==> src/rtl/conv_util_monitor.sv <==
// ---------------------------------------------------------------------------
// conv_util_monitor
//   Per-layer utilisation monitor for the conv dataflow engine. A layer window
//   opens on layer_start and closes on layer_done. While open, the block counts
//   total cycles, busy cycles, the lane-valid sum and weight/input stall cycles.
//   Each closed layer becomes one record in a small first-word-fall-through
//   FIFO that a consumer drains over a valid/ready port.
//
// Ports
//   clk, rst           clock and synchronous active-high reset
//   dataflow_en        conv dataflow enabled this cycle
//   conv_vld           per-lane conv output valid (NUM_LANES bits)
//   weight_req         weight loader request pending
//   input_loader_req   input activation loader request pending
//   layer_start        1-cycle pulse, layer begins
//   layer_done         1-cycle pulse, layer ends
//   is_last_layer      qualifies layer_done: last layer of the network
//   rec_valid/ready    record port handshake
//   rec_*              head record fields (zero while rec_valid=0)
//   active             monitor is inside a layer window (FSM in RUN)
//   drop_cnt           saturating count of records lost to a full FIFO
//   proto_err          sticky start/done protocol violation
//
// Handshake: a record transfers on any cycle where rec_valid & rec_ready are
// both high. rec_valid never drops and rec_* never change while a record is
// presented and not accepted.
// ---------------------------------------------------------------------------
module conv_util_monitor #(
    parameter int NUM_LANES = 9,
    parameter int CNT_W     = 32,
    parameter int SUM_W     = CNT_W + $clog2(NUM_LANES + 1),
    parameter int IDX_W     = 8,
    parameter int FIFO_AW   = 2,
    parameter int DROP_W    = 16
) (
    input  logic                 clk,
    input  logic                 rst,
    input  logic                 dataflow_en,
    input  logic [NUM_LANES-1:0] conv_vld,
    input  logic                 weight_req,
    input  logic                 input_loader_req,
    input  logic                 layer_start,
    input  logic                 layer_done,
    input  logic                 is_last_layer,
    output logic                 rec_valid,
    input  logic                 rec_ready,
    output logic [CNT_W-1:0]     rec_cycles,
    output logic [CNT_W-1:0]     rec_busy,
    output logic [SUM_W-1:0]     rec_lane_sum,
    output logic [CNT_W-1:0]     rec_wstall,
    output logic [CNT_W-1:0]     rec_istall,
    output logic [IDX_W-1:0]     rec_layer_idx,
    output logic                 rec_last,
    output logic                 active,
    output logic [DROP_W-1:0]    drop_cnt,
    output logic                 proto_err
);

    localparam int PC_W  = $clog2(NUM_LANES + 1);
    localparam int DEPTH = 1 << FIFO_AW;

    typedef enum logic [0:0] {
        S_IDLE = 1'b0,
        S_RUN  = 1'b1
    } state_t;

    typedef struct packed {
        logic [CNT_W-1:0] cycles;
        logic [CNT_W-1:0] busy;
        logic [SUM_W-1:0] lane_sum;
        logic [CNT_W-1:0] wstall;
        logic [CNT_W-1:0] istall;
        logic [IDX_W-1:0] idx;
        logic             last;
    } rec_t;

    state_t           state_q;
    logic             active_q;
    logic             proto_err_q;
    logic [CNT_W-1:0] cycles_q, busy_q, wstall_q, istall_q;
    logic [SUM_W-1:0] lane_sum_q;
    logic [IDX_W-1:0] idx_q;

    // ------------------------------------------------------------------
    // Per-cycle increments and saturating next counts
    // ------------------------------------------------------------------
    logic [PC_W-1:0]  pop_cnt;
    logic             busy_now;
    logic             wstall_now;
    logic             istall_now;
    logic [PC_W-1:0]  lane_add;
    logic [SUM_W:0]   lane_ext;
    logic [CNT_W-1:0] cycles_d, busy_d, wstall_d, istall_d;
    logic [SUM_W-1:0] lane_sum_d;

    always_comb begin
        pop_cnt = '0;
        for (int i = 0; i < NUM_LANES; i++) begin
            pop_cnt = pop_cnt + PC_W'(conv_vld[i]);
        end
    end

    assign busy_now   = dataflow_en & (|conv_vld);
    // A cycle stalled on both loaders is charged to the weight loader only.
    assign wstall_now = weight_req & ~busy_now;
    assign istall_now = input_loader_req & ~busy_now & ~weight_req;
    assign lane_add   = dataflow_en ? pop_cnt : '0;

    always_comb begin
        cycles_d = (&cycles_q) ? cycles_q : cycles_q + CNT_W'(1);
        busy_d   = (busy_now && !(&busy_q)) ? busy_q + CNT_W'(1) : busy_q;
        wstall_d = (wstall_now && !(&wstall_q)) ? wstall_q + CNT_W'(1) : wstall_q;
        istall_d = (istall_now && !(&istall_q)) ? istall_q + CNT_W'(1) : istall_q;
        // One extra bit catches the carry so the sum clamps instead of wrapping.
        lane_ext   = {1'b0, lane_sum_q} + (SUM_W + 1)'(lane_add);
        lane_sum_d = lane_ext[SUM_W] ? {SUM_W{1'b1}} : lane_ext[SUM_W-1:0];
    end

    // The closing record already includes the layer_done cycle's activity.
    logic close_evt;
    rec_t rec_new;

    assign close_evt = (state_q == S_RUN) & layer_done;

    always_comb begin
        rec_new.cycles   = cycles_d;
        rec_new.busy     = busy_d;
        rec_new.lane_sum = lane_sum_d;
        rec_new.wstall   = wstall_d;
        rec_new.istall   = istall_d;
        rec_new.idx      = idx_q;
        rec_new.last     = is_last_layer;
    end

    // ------------------------------------------------------------------
    // Layer FSM and counters
    // ------------------------------------------------------------------
    always_ff @(posedge clk) begin
        if (rst) begin
            state_q     <= S_IDLE;
            active_q    <= 1'b0;
            proto_err_q <= 1'b0;
            cycles_q    <= '0;
            busy_q      <= '0;
            lane_sum_q  <= '0;
            wstall_q    <= '0;
            istall_q    <= '0;
            idx_q       <= '0;
        end else begin
            case (state_q)
                S_IDLE: begin
                    if (layer_done) begin
                        proto_err_q <= 1'b1;
                    end
                    if (layer_start) begin
                        state_q    <= S_RUN;
                        active_q   <= 1'b1;
                        cycles_q   <= '0;
                        busy_q     <= '0;
                        lane_sum_q <= '0;
                        wstall_q   <= '0;
                        istall_q   <= '0;
                    end
                end
                S_RUN: begin
                    if (layer_done || layer_start) begin
                        // Any boundary clears the counters; a start without
                        // a matching done is a protocol error.
                        cycles_q   <= '0;
                        busy_q     <= '0;
                        lane_sum_q <= '0;
                        wstall_q   <= '0;
                        istall_q   <= '0;
                        if (!layer_done) begin
                            proto_err_q <= 1'b1;
                        end
                        if (layer_done) begin
                            idx_q <= is_last_layer ? '0 : idx_q + IDX_W'(1);
                        end
                        if (layer_done && !layer_start) begin
                            state_q  <= S_IDLE;
                            active_q <= 1'b0;
                        end
                    end else begin
                        cycles_q   <= cycles_d;
                        busy_q     <= busy_d;
                        lane_sum_q <= lane_sum_d;
                        wstall_q   <= wstall_d;
                        istall_q   <= istall_d;
                    end
                end
                default: begin
                    state_q  <= S_IDLE;
                    active_q <= 1'b0;
                end
            endcase
        end
    end

    // ------------------------------------------------------------------
    // Record FIFO (first-word-fall-through)
    // ------------------------------------------------------------------
    rec_t               mem_q [DEPTH];
    logic [FIFO_AW-1:0] wr_ptr_q, rd_ptr_q;
    logic [FIFO_AW:0]   count_q;
    logic [DROP_W-1:0]  drop_q;
    logic               fifo_full, do_pop, do_push, do_drop;

    assign fifo_full = (count_q == (FIFO_AW + 1)'(DEPTH));
    assign rec_valid = (count_q != '0);
    assign do_pop    = rec_valid & rec_ready;
    // When full, a simultaneous pop frees the head slot, which is exactly
    // the slot the write pointer addresses.
    assign do_push   = close_evt & (~fifo_full | do_pop);
    assign do_drop   = close_evt & fifo_full & ~do_pop;

    always_ff @(posedge clk) begin
        if (rst) begin
            wr_ptr_q <= '0;
            rd_ptr_q <= '0;
            count_q  <= '0;
            drop_q   <= '0;
        end else begin
            if (do_push) begin
                wr_ptr_q <= wr_ptr_q + FIFO_AW'(1);
            end
            if (do_pop) begin
                rd_ptr_q <= rd_ptr_q + FIFO_AW'(1);
            end
            if (do_push && !do_pop) begin
                count_q <= count_q + (FIFO_AW + 1)'(1);
            end else if (do_pop && !do_push) begin
                count_q <= count_q - (FIFO_AW + 1)'(1);
            end
            if (do_drop && !(&drop_q)) begin
                drop_q <= drop_q + DROP_W'(1);
            end
        end
    end

    always_ff @(posedge clk) begin
        if (do_push) begin
            mem_q[wr_ptr_q] <= rec_new;
        end
    end

    rec_t head;
    assign head = mem_q[rd_ptr_q];

    // Storage is not reset, so fields are masked while the FIFO is empty.
    assign rec_cycles    = rec_valid ? head.cycles   : '0;
    assign rec_busy      = rec_valid ? head.busy     : '0;
    assign rec_lane_sum  = rec_valid ? head.lane_sum : '0;
    assign rec_wstall    = rec_valid ? head.wstall   : '0;
    assign rec_istall    = rec_valid ? head.istall   : '0;
    assign rec_layer_idx = rec_valid ? head.idx      : '0;
    assign rec_last      = rec_valid ? head.last     : 1'b0;

    assign active    = active_q;
    assign drop_cnt  = drop_q;
    assign proto_err = proto_err_q;

endmodule

==> config.mk <==
export PLATFORM = sky130hd
export DESIGN_NAME = conv_util_monitor
export DESIGN_NICKNAME = d
export VERILOG_FILES = /design/src/rtl/conv_util_monitor.sv
export SDC_FILE = /design/constraint.sdc
export NUM_CORES = 1
export LEC_CHECK = 0
export ABC_CLOCK_PERIOD_IN_PS = 15650
export CAP_MARGIN = 20
export CORE_MARGIN = 2
export CORE_UTILIZATION = 60
export CTS_BUF_LIST = sky130_fd_sc_hd__clkbuf_8
export DETAILED_ROUTE_END_ITERATION = 6
export GPL_TIMING_DRIVEN = 1
export PLACE_DENSITY = 0.78
export SYNTH_ARGS = -nofsm -noshare
export SYNTH_HDL_FRONTEND = slang
export SYNTH_SLANG_ARGS = --single-unit
==> constraint.sdc <==
create_clock -name clk -period 15.65 [get_ports clk]
set_input_delay 3.13 -clock clk [delete_from_list [all_inputs] [get_ports clk]]
set_output_delay 3.13 -clock clk [all_outputs]
set_load 0.01 [all_outputs]
# Word-level counts from Yosys, hierarchy flattened

Memories as Yosys holds them, arrays and structs flattened. A register that Yosys moved wholly into a read port is not among the register bits.
Index checks and enable logic that the tools add are counted.

Add/subtract/negate cells: 19
Equal/unequal tests: 6
Muxes and demuxes: 44
Bitwise gates (word level): 15
Reductions and logical operators: 26

Operators with widths:

| kind                  | number |
|---|---|
| $mux 32               | 13 |
| $pmux 32 s2           | 4 |
| $mux 36               | 4 |
| $add 32x1->32 const B | 4 |
| $reduce_and 32->1     | 4 |
| $pmux 36 s2           | 1 |
| $add 36x4->37         | 1 |
| $add 4x1->4           | 5 |
| $add 16x1->16 const B | 1 |
| $mux 8                | 2 |
| $reduce_and 16->1     | 1 |
| $mux 1                | 12 |
| $and 1x1->1           | 9 |
| $reduce_and 3->1      | 3 |
| $reduce_or 9->1       | 1 |
| $add 8x1->8 const B   | 1 |
| $logic_and 1x1->1     | 7 |
| $logic_not 1->1       | 7 |
| $mux 3                | 2 |
| $ne 2x2->1 const B    | 3 |
| $pmux 1 s2            | 3 |
| $not 1->1             | 5 |
| $add 2x1->2 const B   | 2 |
| $add 3x1->4           | 1 |
| 12 further kinds      | 14 |

Bits in registers: 198
RAM bits: 692
Input port bits: 18
Output and inout bits: 192
Memories kept: 1

Memories:

| name  | depth | bits a word | rd ports | clocked after memory_dff | wr ports | RTL line | RTL |
|---|---|---|---|---|---|---|---|
| mem_q | 4     | 173         | 1        | 1                        | 1        | 203      | `rec_t mem_q [DEPTH];` |

# Logic depth before layout (Yosys ltp)

Word-level depth: 13
Gate-level depth with buffers: 19
Gate-level depth less buffers: 17

# Worst setup path before layout

OpenSTA, ideal clock, no wires.

Path type: input-to-reg
Start: input port layer_done
End: memory mem_q[0][0] (netlist name), enable pin
Library setup time: 554 ps
Arrival time: 7635 ps
Path slack: 7461 ps
Stages on the path: 4
Buffers on the path: 1
Cell sequence: ha_1 > nor2b_1 > clkbuf_1 > and2_1

Cells in the longest elaborated chain, start to end: 4

RTL lines:

| element                      | RTL line | RTL |
|---|---|---|
| start: declaration           | 43       | `input logic layer_done,` |
| $and 1x1->1                  | 123      | `assign close_evt = (state_q == S_RUN) & layer_done;` |
| $and 1x1->1                  | 214      | `assign do_push = close_evt & (~fifo_full \| do_pop);` |
| net do_push                  | 207      | `logic fifo_full, do_pop, do_push, do_drop;` |
| $mux 1                       | 242      | `if (do_push) begin` |
| $mux 1 (not written as such) | 243      | `mem_q[wr_ptr_q] <= rec_new;` |
| end: declaration             | 203      |  |

The timed path passes the listed nets, and every way through them passes these cells.

# Worst setup path after layout

Start: input port conv_vld[0]
End: memory mem_q[0][77] (netlist name), data pin

Cells in the longest elaborated chain, start to end: 11

RTL lines:

| element                   | RTL line | RTL |
|---|---|---|
| start: declaration        | 39       | `input logic [NUM_LANES-1:0] conv_vld,` |
| $add 1x1->2               | 99       | `pop_cnt = pop_cnt + PC_W'(conv_vld[i]);` |
| $add 2x1->3               | 99       |  |
| $add 3x1->4               | 99       |  |
| $add 4x1->4 (5 in series) | 99       |  |
| $mux 4                    | 107      | `assign lane_add = dataflow_en ? pop_cnt : '0;` |
| $add 36x4->37             | 115      | `lane_ext = {1'b0, lane_sum_q} + (SUM_W + 1)'(lane_add);` |
| $mux 36                   | 116      | `lane_sum_d = lane_ext[SUM_W] ? {SUM_W{1'b1}} : lane_ext[SUM_W-1:0];` |
| net lane_sum_d[4]         | 94       | `logic [SUM_W-1:0] lane_sum_d;` |

The timed path passes the listed nets, and every way through them passes these cells.

==> reports/metrics.csv <==
stage,metric,value,unit
critical_path,WS Path Type,in2reg,
critical_path,"Arr. time, crit path",8.98,ns
critical_path,crit path from,conv_vld[0],
die,die height,259,um
clock_network,root buf cell,clkbuf_8,
cells_and_area,Finished Layout Cells,3964,
yosys,syn nets,2822,
timing,final count of hold timing violations,0,
min_path,Hold Crit Class,reg2reg,
critical_path,Critical Path RT,16.19,ns
cells_and_area,Syn-to-layout area delta,14.3,%
clock_network,CTS tree,done,
yosys,async set-reset flop share out of synthesis,0,%
detailed_routing,WL/cell,21.7,um
clock_network,post-cts resize count,0,
timing,slew at the pin closest to its max-slew limit,1.08,ns
detailed_routing,drt drc,0,
timing,RSZ-0062 raised after global routing,false,
detailed_routing,Vias/cell,6.18,
critical_path,reg2reg setup slack,11.02,ns
timing,Max Clock Freq,118,MHz
cells_and_area,final instance area,44400,um2
cells_and_area,filler instances,4328,
global_route,antenna violations before repair,1,
placed_design,GPL Wtd Cong,0.885,
timing,max-slew violation count,0,
clock_network,number of clock sinks,892,
critical_path,reg2reg end,mem_q[3][5],
yosys,Synth Instances,2777,
timing,Final period util,53.9,%
critical_path,FF-to-FF path depth,5,
detailed_routing,vias post-DR,24500,
die,Chip Width,259,um
yosys,number of synthesized register bits,892,
global_route,number of global-route vias before repair,24700,
global_route,largest net degree at the start of global routing,124,
critical_path,Setup crit start kind,input pin,
critical_path,worst flop-to-flop path startpoint,state_q,
timing,Hold WS,0.487,ns
clock_network,CTS max path bufs,3,
power_and_ir_drop,"IR drop worst, VDD",0.109,mV
clock_network,clock latency on the worst-skew pair,0.79,ns
global_route,GRT overflow,0,
placed_design,Port Buffer Count,209,
placed_design,Detail Placement HPWL,52000,um
yosys,Synth cell types,76,
detailed_routing,Routed WL,86000,um
die,initial core utilization,60.5,%
yosys,Post-synth EDFFs,692,
clock_network,cts hold-fix bufs,0,
yosys,sequential element share of the synthesized area,63.8,%
die,core area,64200,um2
global_route,global-route usage over all layers,25.9,%
placed_design,# placed instances,3694,
run_status,outcome,"finished, final reports clean",
detailed_routing,ANT nets after route,0,
timing,max_slew headroom,27.7,%
yosys,"Primary FF master, synth",edfxtp_1,
timing,fin worst setup slack,7.21,ns
placed_design,post-placement worst setup slack,6.46,ns
yosys,"Avg Cell Area, Syn",14.0,um2
yosys,Syn. warnings,0,
min_path,hold depth,2,
timing,crit path time final,8.44,ns
clock_network,clock-pin slew on the worst setup and hold paths,0.06,ns
timing,setup tns final,0,ns
min_path,min-delay src,proto_err,
yosys,Post-Syn Area,38900,um2
clock_network,CTS H-tree lvls,4,
critical_path,crit path to,mem_q[0][77],
detailed_routing,drt pass-1 iters,6,
die,Die ar.,66800,um2
cells_and_area,share of post-route cells with drive strength above 1,13.8,%
run,maxcap violations,0,
die,I/O pin total,210,
power_and_ir_drop,LEAKAGE,15.4,nW
detailed_routing,DR iter-0 viols,2037,
cells_and_area,fin nets,3034,
global_route,global-route wire length before repair,135000,um
placed_design,placed inst area,41600,um2
critical_path,maximum fanout along the worst path,37,
clock_network,Post CTS Setup Buffer Count,0,
die,Cell Rows,93,
timing,final setup vio count,0,
clock_network,TritonCTS Buffers,144,
critical_path,Critical Path Sink Type,flip-flop,
timing,clock skew,0.0301,ns
power_and_ir_drop,PD cells,132,nW/um2
state kept, by name (all words and copies together), names as in the netlist, 8 cells and up, named ones only:
signal	count
lane_sum_q	36
mem_q	692
busy_q	32
cycles_q	32
drop_cnt	16
idx_q	8
wstall_q	32
istall_q	32
worst max-delay path, cell delays in order:
cell             delay (ns)
clkdlybuf4s50_1        0.46
inv_1                  0.06
fa_1                   0.55
fa_1                   0.43
fa_1                   0.59
inv_1                  0.08
fa_1                   0.39
inv_1                  0.09
fa_1                   0.40
nor2b_1                0.21
fa_1                   0.29
a211oi_1               0.15
or2_2                  0.40
nor4_2                 0.61
nand2_2                0.71
o21ai_0                0.43
logic make-up after synthesis:
group                    synth area share (%)
multiplexers                             10.4
flip-flops                               63.8
buffers and inverters                    2.12
AND/OR/NAND/NOR                          11.9
AO/OA/AOI/OAI                            7.15
XOR/XNOR                                 3.63
adder cells (fa/ha/maj)                  1.00
Yosys cell counts (all sizes together) (44+ instances only):
| cell | n | share of area [%] |
|---|---|---|
| and3 | 47 | 0.76 |
| and2 | 198 | 3.2 |
| dfxtp | 200 | 10 |
| nand4 | 51 | 0.82 |
| clkbuf | 127 | 1.2 |
| mux4 | 173 | 10 |
| a31oi | 55 | 0.89 |
| xnor2 | 103 | 2.3 |
| nor2 | 117 | 1.1 |
| nand2 | 212 | 2.1 |
| edfxtp | 692 | 53 |
| inv | 44 | 0.42 |
| nand3 | 85 | 1.1 |
| xor2 | 58 | 1.3 |
| a21oi | 78 | 1.0 |
| o21ai | 122 | 1.6 |
per-layer routing:
layer	wire length (um)	track usage, %
met5	0	0
met4	1710	8.37
met3	6490	5.82
met2	41500	41.8
met1	36300	35.4
layout make-up:
cell class / count / area (um2) / share of cell area (%)
Clock inverter: 107 / 577 / 1.30
Inverter: 44 / 165 / 0.372
Timing Repair Buffer: 236 / 2360 / 5.31
Sequential cell: 892 / 24800 / 55.8
Antenna cell: 1 / 2.50 / 0.00563
Tap cell: 855 / 1070 / 2.41
Multi-Input combinational cell: 1671 / 13300 / 29.9
Clock buffer: 158 / 2170 / 4.89
power breakdown:
part / switching (W) / internal, W / total [W]
clock: 0.000902 / 0.000999 / 0.00190
combinational: 0.000639 / 0.000721 / 0.00136
sequential: 0.0000292 / 0.00257 / 0.00260
how the worst min path moves through the flow:
| stage | endpoint | slack [ns] |
|---|---|---|
| floorplan | lane_sum_q[16] | 0.45 |
| global placement | proto_err | 0.45 |
| detailed placement | proto_err | 0.48 |
| CTS | lane_sum_q[13] | 0.49 |
| global route | lane_sum_q[16] | 0.51 |
| finish | proto_err | 0.49 |
layout by cell type, fill, tap and decap left out, types with 12 or more instances in the layout:
| master | instances |
|---|---|
| clkdlybuf4s50_1 | 208 |
| o211ai_1 | 16 |
| nand4_1 | 51 |
| a21o_1 | 19 |
| nor2_1 | 116 |
| clkbuf_8 | 158 |
| xnor2_1 | 103 |
| dfxtp_1 | 198 |
| mux4_2 | 173 |
| and4_1 | 28 |
| buf_4 | 22 |
| o21ai_0 | 119 |
| ha_1 | 20 |
| a22o_1 | 12 |
| edfxtp_1 | 692 |
| o31ai_1 | 41 |
| nor4_1 | 18 |
| inv_1 | 106 |
| clkinv_1 | 18 |
| nand3_1 | 85 |
| a21oi_1 | 78 |
| and2_1 | 193 |
| or3_1 | 13 |
| a41oi_1 | 17 |
| nand2_1 | 210 |
| a31oi_1 | 55 |
| nor3_1 | 37 |
| xor2_1 | 58 |
| or4_1 | 12 |
| and3_1 | 47 |
stage by stage:
stage	total power, W	utilization, %
2_1_floorplan	0.00336	-
3_3_place_gp	0.00400	64.8
3_5_place_dp	0.00402	64.8
4_1_cts	0.00591	69.0
5_1_grt	0.00610	69.2
6_report	0.00586	69.2
Note: power is estimated with default switching activity, not from simulation.
